[config.mk]
export PLATFORM = sky130hd
export DESIGN_NAME = conv1d_result_streamer
export DESIGN_NICKNAME = d
export VERILOG_FILES = /design/src/rtl/conv1d_pkg.sv /design/src/rtl/conv1d_requant.sv /design/src/rtl/conv1d_result_streamer.sv
export SDC_FILE = /design/constraint.sdc
export NUM_CORES = 1
export LEC_CHECK = 0
export CAP_MARGIN = 20
export CORE_MARGIN = 2
export CORE_UTILIZATION = 40
export CTS_CLUSTER_DIAMETER = 50
export DETAILED_ROUTE_END_ITERATION = 12
export DONT_BUFFER_PORTS = 1
export GPL_TIMING_DRIVEN = 0
export SLEW_MARGIN = 10
export SYNTH_ARGS = -nofsm -noshare
export SYNTH_HDL_FRONTEND = slang
export SYNTH_SLANG_ARGS = --single-unit
[constraint.sdc]
create_clock -name clk -period 1.9 [get_ports clk]
set_input_delay 0.19 -clock clk [delete_from_list [all_inputs] [get_ports clk]]
set_output_delay 0.19 -clock clk [all_outputs]
set_load 0.01 [all_outputs]
[src/rtl/conv1d_pkg.sv]
// Shared constants for the 1D convolution engine and its result streamer.
// Holds feature-map geometry, streamer state encodings and saturation bounds.
package conv1d_pkg;

    localparam int DATA_WIDTH  = 8;
    localparam int ACCUM_WIDTH = 24;
    localparam int INPUT_LEN   = 8;
    localparam int KERNEL_SIZE = 3;
    localparam int OUTPUT_LEN  = INPUT_LEN - KERNEL_SIZE + 1;

    typedef logic [2:0] state_t;
    localparam state_t ST_IDLE = 3'd0;
    localparam state_t ST_READ = 3'd1;
    localparam state_t ST_WAIT = 3'd2;
    localparam state_t ST_SEND = 3'd3;
    localparam state_t ST_FIN  = 3'd4;

    localparam int SAT_MAX = (2 ** (DATA_WIDTH - 1)) - 1;
    localparam int SAT_MIN = -(2 ** (DATA_WIDTH - 1));

    function automatic int sat_max(input int w);
        return (2 ** (w - 1)) - 1;
    endfunction

    function automatic int sat_min(input int w);
        return -(2 ** (w - 1));
    endfunction

endpackage

[src/rtl/conv1d_requant.sv]
// Combinational requantizer: arithmetic shift, optional ReLU, signed saturation.
// ReLU is enabled by defining CONV1D_STREAM_RELU_EN.
module conv1d_requant #(
    parameter int ACCUM_WIDTH = conv1d_pkg::ACCUM_WIDTH,
    parameter int DATA_WIDTH  = conv1d_pkg::DATA_WIDTH,
    parameter int SHIFT       = 0
) (
    input  logic signed [ACCUM_WIDTH-1:0] data_i,
    output logic signed [DATA_WIDTH-1:0]  data_o
);
    import conv1d_pkg::*;

    localparam logic signed [ACCUM_WIDTH-1:0] MAXV = ACCUM_WIDTH'(sat_max(DATA_WIDTH));
    localparam logic signed [ACCUM_WIDTH-1:0] MINV = ACCUM_WIDTH'(sat_min(DATA_WIDTH));

    logic signed [ACCUM_WIDTH-1:0] shifted;

    always_comb begin
        shifted = data_i >>> SHIFT;
`ifdef CONV1D_STREAM_RELU_EN
        if (shifted < 0) shifted = '0;
`endif
        if (shifted > MAXV)
            data_o = MAXV[DATA_WIDTH-1:0];
        else if (shifted < MINV)
            data_o = MINV[DATA_WIDTH-1:0];
        else
            data_o = shifted[DATA_WIDTH-1:0];
    end

endmodule

[src/rtl/conv1d_result_streamer.sv]
// Reads the conv engine's accumulator map, requantizes each word and streams it
// out on valid/ready with a last marker. Optional ReLU: CONV1D_STREAM_RELU_EN.
module conv1d_result_streamer #(
    parameter int ACCUM_WIDTH = conv1d_pkg::ACCUM_WIDTH,
    parameter int DATA_WIDTH  = conv1d_pkg::DATA_WIDTH,
    parameter int OUTPUT_LEN  = conv1d_pkg::OUTPUT_LEN,
    parameter int ADDR_WIDTH  = 3,
    parameter int SHIFT       = 0
) (
    input  logic                          clk,
    input  logic                          rst_n,
    input  logic                          start,
    output logic                          busy,
    output logic                          done,
    output logic                          rd_en,
    output logic [ADDR_WIDTH-1:0]         rd_addr,
    input  logic signed [ACCUM_WIDTH-1:0] rd_data,
    output logic                          m_valid,
    input  logic                          m_ready,
    output logic signed [DATA_WIDTH-1:0]  m_data,
    output logic                          m_last
);
    import conv1d_pkg::*;

    localparam logic [ADDR_WIDTH-1:0] LAST_IDX = ADDR_WIDTH'(OUTPUT_LEN - 1);

    state_t                       state_q, state_d;
    logic [ADDR_WIDTH-1:0]        idx_q, idx_d;
    logic                         m_valid_q, m_valid_d;
    logic                         m_last_q, m_last_d;
    logic signed [DATA_WIDTH-1:0] m_data_q, m_data_d;
    logic signed [DATA_WIDTH-1:0] req_data;

    conv1d_requant #(
        .ACCUM_WIDTH(ACCUM_WIDTH),
        .DATA_WIDTH (DATA_WIDTH),
        .SHIFT      (SHIFT)
    ) u_requant (
        .data_i(rd_data),
        .data_o(req_data)
    );

    always_ff @(posedge clk or negedge rst_n) begin
        if (!rst_n) begin
            state_q   <= ST_IDLE;
            idx_q     <= '0;
            m_valid_q <= 1'b0;
            m_last_q  <= 1'b0;
            m_data_q  <= '0;
        end else begin
            state_q   <= state_d;
            idx_q     <= idx_d;
            m_valid_q <= m_valid_d;
            m_last_q  <= m_last_d;
            m_data_q  <= m_data_d;
        end
    end

    always_comb begin
        state_d   = state_q;
        idx_d     = idx_q;
        m_valid_d = m_valid_q;
        m_last_d  = m_last_q;
        m_data_d  = m_data_q;
        case (state_q)
            ST_IDLE: begin
                if (start) begin
                    idx_d   = '0;
                    state_d = ST_READ;
                end
            end
            ST_READ: state_d = ST_WAIT;
            // Read data lands this cycle; capture it already requantized.
            ST_WAIT: begin
                m_data_d  = req_data;
                m_valid_d = 1'b1;
                m_last_d  = (idx_q == LAST_IDX);
                state_d   = ST_SEND;
            end
            ST_SEND: begin
                if (m_ready) begin
                    m_valid_d = 1'b0;
                    if (m_last_q) begin
                        m_last_d = 1'b0;
                        state_d  = ST_FIN;
                    end else begin
                        idx_d   = idx_q + 1'b1;
                        state_d = ST_READ;
                    end
                end
            end
            ST_FIN:  state_d = ST_IDLE;
            default: state_d = ST_IDLE;
        endcase
    end

    always_comb begin
        rd_en   = (state_q == ST_READ);
        rd_addr = idx_q;
        busy    = (state_q != ST_IDLE);
        done    = (state_q == ST_FIN);
        m_valid = m_valid_q;
        m_last  = m_last_q;
        m_data  = m_data_q;
    end

endmodule
# After elaboration in Yosys (flattened, before gate mapping)
# Cells that the tools add are included.
dict set report totals {
  register_bits 16
  inputBits 28
  output_inout_bits 16
}
dict set report op_classes {
  addsub 1
  order_cmp 2
  eq_ne 8
  mux 13
  n_reduce_logical 7
}
# operator n
set ops {}
lappend ops {{> comparator 24 x 8 -> 1 bit, second input constant} 1}
lappend ops {{< comparator 24 x 8 -> 1 bit, second input constant} 1}
lappend ops {{two-way mux 3 bit} 6}
lappend ops {{two-way mux 8 bit} 2}
lappend ops {{one-hot mux 3 bit (4 select lines)} 1}
lappend ops {{== test 3 x 2 -> 1 bit, second input constant} 2}
lappend ops {{== test 3 bit, second input constant} 2}
lappend ops {{inequality test 2 bit, second input constant} 3}
lappend ops {{one-hot mux 3 bit (2 select lines)} 1}
lappend ops {{one-hot mux 1 bit (2 select lines)} 2}
lappend ops {{AND reduction 2 bit} 2}
lappend ops {{AND reduction 4 bit} 1}
lappend ops {{nonzero test 2 bit} 2}
lappend ops {{adder 3 x 1 -> 3 bit, second input constant} 1}
lappend ops {{== test 3 x 1 -> 1 bit, second input constant} 1}
lappend ops {{logical NOT 3 bit} 1}
lappend ops {{nonzero test 3 bit} 1}
lappend ops {{two-way mux 1 bit} 1}

# Depth between registers and ports, before layout
dict set report logic_depth {
  depth_word 4
  ltp_mapped 5
}

# By module
# A second synthesis with hierarchy kept.
dict set report unflattened {
  hier_cells 78
  area_unflattened_um2 960.9
}
# module n_inst cells_each area_each_um2 seq_area_each_um2
set modules_own_cells {}
lappend modules_own_cells {conv1d_result_streamer 1 60 797.0 400.4}
lappend modules_own_cells {conv1d_requant 1 18 163.9 0.0}

# Worst setup path after synthesis
# OpenSTA, ideal clock, no wires.
dict set report synth_path {
  path_type {reg-to-reg}
  start {register state_q[0]}
  end {register m_data_q[1] (netlist: m_data[1])}
  setup_time_ns 0.126
  arrival_ns 1.375
  required_ns 1.774
  path_slack_ns 0.399
  stages_incl_launch_ff 5
  cell_sequence {dfrtp_1 > buf_6 > or3b_4 > buf_6 > a221o_1}
}
dict set report synth_between {
  elab_chain_len 1
}
# item line_no
set synth_rtl {}
lappend synth_rtl {{start, declared} conv1d_result_streamer.sv:27} ;# state_t state_q, state_d;
lappend synth_rtl {{start signal, assigned} conv1d_result_streamer.sv:51} ;# state_q <= state_d;
lappend synth_rtl {{== test 3 x 2 -> 1 bit} conv1d_result_streamer.sv:65} ;# case (state_q)
lappend synth_rtl {{end signal, assigned} conv1d_result_streamer.sv:55} ;# m_data_q <= m_data_d;
lappend synth_rtl {{end, declared} conv1d_result_streamer.sv:31} ;# logic signed [DATA_WIDTH-1:0] m_data_q, m_data_d;
# No other way between the ends.
# A chain may end at the register's enable or synchronous reset.

# Final worst setup path
dict set report layout_path {
  start {register state_q[0]}
  end {register m_data_q[5] (netlist: m_data[5])}
}
# The elaborated chain is that of the path after synthesis.

==> impl_results.md <==
- Post_cts resized: 0
- DR iter-0 viols: 11
- Reg-to-Reg Start: state_q[0]$_DFFE_PN0P_
- Max Fanout on Critical Path: 10
- Max-cap viol count: 0
- Clk slew on worst S/H paths: approximately 0.09 ns
- Post-synthesis compound-gate area fraction: roughly 18%
- Achievable Freq: 635 MHz
- XOR/XNOR share of the synthesized area: 0%
- Clock latency on the worst-skew pair: approximately 0.28 ns
- Setup crit end kind: register
- Top-area cell type share of the netlist area: 49.2%
- P per Cell Area: approximately 1500 nW/µm²
- P_int: around 0.81 mW
- Simple-gate share of the synthesized area: 25.7%
- Power share of the clock group: 13.3%
- Antenna Cells: 0
- Comb power frac: between 30% and 40%
- Rel. slew slack: ~51%
- TritonCTS clock tree: built
- Hold_ws: approximately 0.051 ns
- Buffers on Ports: 0
- Main combinational cell family by area after synthesis: simple AND/OR/NAND/NOR gates
- Layout area overhead: 9.37%
- Flop2flop setup slack: roughly 0.33 ns
- Largest net degree at the start of global routing: 17
- Post-synth top flop: dfrtp_1
- CP Launch Point: state_q[0]$_DFFE_PN0P_
- First-pass GRT wire length: roughly 2800 µm
- Multiplexer area fraction after synthesis: 0%
- Seq pwr share: between 50% and 60%
- First drt pass iteration count: 4
- Post-synth EDFFs: 0
- Outcome: complete, no violations
- Most common cell in the netlist: dfrtp_1
- R2R depth: 4
- Antenna violations before repair: 0
- Synth Cell Area: just over 800 µm²
- Critical path destination: m_data[5]$_DFFE_PN0P_
- Post-synthesis adder-cell area fraction: between 3 and 4%
- Syn_area_per_cell: between 10 and 15 µm²
- Unrepaired setup endpoints after global routing: no
- Post-synthesis cell count: 74
- Switching Share: 39.2%
- Worst EP arrival: between 1.5 and 2 ns
- Congestion Overflow GR: 0
- Net Count, Synth: between 100 and 150
- Top post-synthesis cells by area: dfrtp_1 49%, a221o_1 8.6%, nand2_1 3.2%, ha_1 3.1%, nand4_1 3.1%
- Avg Vias per Cell: between 6 and 7
- Yosys warns: 0
- DR vias: ~650
- Avg WL per Cell: 16.4 µm
- Startpoint type of the worst setup path: register
- Power Total: approximately 1.3 mW
- # nets final: about 110
- Drt drc: 0
- Clock Skews: between 0.004 and 0.005 ns
- Tcrit/Tclk final: a little over 80%
- CTS Buf Count: 3
- Clock sinks: 16
- RR Endpoint: m_data[5]$_DFFE_PN0P_
- Critical Path RT: between 2 and 2.5 ns
- Clock root buffer: clkbuf_4
- Pre-CTS setup slack: around 0.34 ns
- Vias in the first global route: ~640
- Hold bufs inserted after CTS: 2
- CP Class: register to register
- Gpl congestion: approximately 0.66
- Hold Vio Cnt, Final: 0
- Die Y: 49.1 µm
- Static Leak: 0.358 nW
- Share of layout cells above drive strength 1: 10.1%
- Gr usage total: between 15 and 20%
- Minimum clock period: approximately 1.6 ns
- Setup TNS: 0 ns
- Post-synthesis sequential area ratio: between 40 and 50%
- Routed wire length: between 1500 and 2000 µm
- Final Setup Violations: 0
- HPWL after detailed placement: between 1000 and 1500 µm
- Post-CTS setup buffers: 0
- Synth area leader: dfrtp_1
- Final WS setup: ~0.33 ns
- Slew Limit Fails: 0
- Chip width: slightly below 50 µm
- Hold Crit Class: input port to register
- Worst VDD drop: ~0.85 mV
- Core area: a little under 2000 µm²
- Share of flip-flops with an asynchronous set or reset: 100%
- Area of the die: 2410 µm²
- Synth cell types: 29
- Effective utilization at floorplan: between 40% and 50%
- Commonest cells in the netlist: 16 x dfrtp_1, 7 x a221o_1, 7 x nand2_1
- Switch Pwr: just over 0.5 mW
- Least-Margin Pin Slew: roughly 0.73 ns
- Routed Antenna Nets: 0
- Yosys reg bits: 16
- # IOs: 44
- Clock buffer depth: 2
- Rows: 16
- H-tree levels: 1
==> metrics by stage <==
step / util (%) / area [µm²] / instances
final: 45.9 / 891 / 106
after global routing: 45.9 / 891 / 106
after CTS: 45.9 / 891 / 106
after detailed placement: 43.7 / 848 / 101
after global placement: 43.7 / 848 / 101
after floorplan: - / 815 / 74
==> state kept, by name (all words and copies together), names as in the netlist <==
| signal | count |
|---|---|
| m_valid | 1 |
| state_q | 3 |
| m_data | 8 |
| rd_addr | 3 |
| m_last | 1 |
==> cell families (layout without fill, tap and decap cells) <==
logic type / after synthesis / after routing
AO/OA/AOI/OAI: 17 / 17
buffers and inverters: 5 / 10
AND/OR/NAND/NOR: 34 / 34
flip-flops: 16 / 16
adder cells (fa/ha/maj): 2 / 2
==> how the worst min path moves through the flow <==
stage               startpoint                    end  slack (ns)  cells past startpoint
floorplan                rst_n  m_data[0]$_DFFE_PN0P_       -0.11                      0
global placement         rst_n  m_data[1]$_DFFE_PN0P_       -0.11                      0
detailed placement       rst_n  m_data[3]$_DFFE_PN0P_       -0.11                      0
CTS                 rd_data[6]  m_data[6]$_DFFE_PN0P_        0.05                      1
global route        rd_data[0]  m_data[0]$_DFFE_PN0P_        0.05                      1
finish              rd_data[6]  m_data[6]$_DFFE_PN0P_        0.05                      1
==> final cells by class <==
class / instances / area (µm²)
fillers: 180 / 1050
flip-flops and latches: 16 / 400
multi-input cells: 53 / 380
well taps: 27 / 33.8
plain buffers: 3 / 26.3
clock buffers: 3 / 22.5
repair buffers: 2 / 20.0
inverters: 2 / 7.51
==> power groups by stage <==
stage                     combinational, mW  clock, mW  sequential, mW
after global routing                  0.549      0.196           0.691
after detailed placement              0.471          0           0.683
after global placement                0.464          0           0.676
after CTS                             0.485      0.182           0.675
final                                 0.478      0.176           0.673
after floorplan                       0.403          0           0.647
==> metal layers <==
metal | track usage (%) | vias up | wire (µm)
met5 | 0 | - | 0
met4 | 8.10 | 0 | 51
met3 | 3.68 | 6 | 135
met2 | 22.7 | 39 | 791
met1 | 20.4 | 301 | 763
li1 | - | 302 | -
==> worst max-delay path, cell delays in order, from the launching register on <==
cell,delay (ns)
dfrtp_1,0.38
buf_6,0.13
or3b_4,0.44
buf_6,0.16
a221o_1,0.34
==> cell usage in the layout, fill, tap and decap left out <==
cell	netlist	routed
nand4_1	4	4
or3b_1	1	1
a221o_1	7	7
nor2_2	1	1
o31ai_1	2	2
nand2_1	7	7
dfrtp_1	16	16
a2bb2oi_1	1	1
nor3_4	1	1
a21o_1	2	2
clkbuf_1	1	1
o41a_1	1	1
buf_6	2	2
or3_1	1	1
or3b_4	1	1
nor2_1	3	3
nor3b_1	1	1
nand4b_1	1	1
o21ai_0	1	1
clkbuf_4	0	3
inv_1	2	2
nor4_1	4	4
a31oi_1	1	1
nand3_1	2	2
and4_1	1	1
nor3_1	2	2
nor2b_1	3	3
dlygate4sd3_1	0	2
nor4b_1	1	1
o21bai_1	2	2
ha_1	2	2
Note: power is estimated with default switching activity, not from simulation.
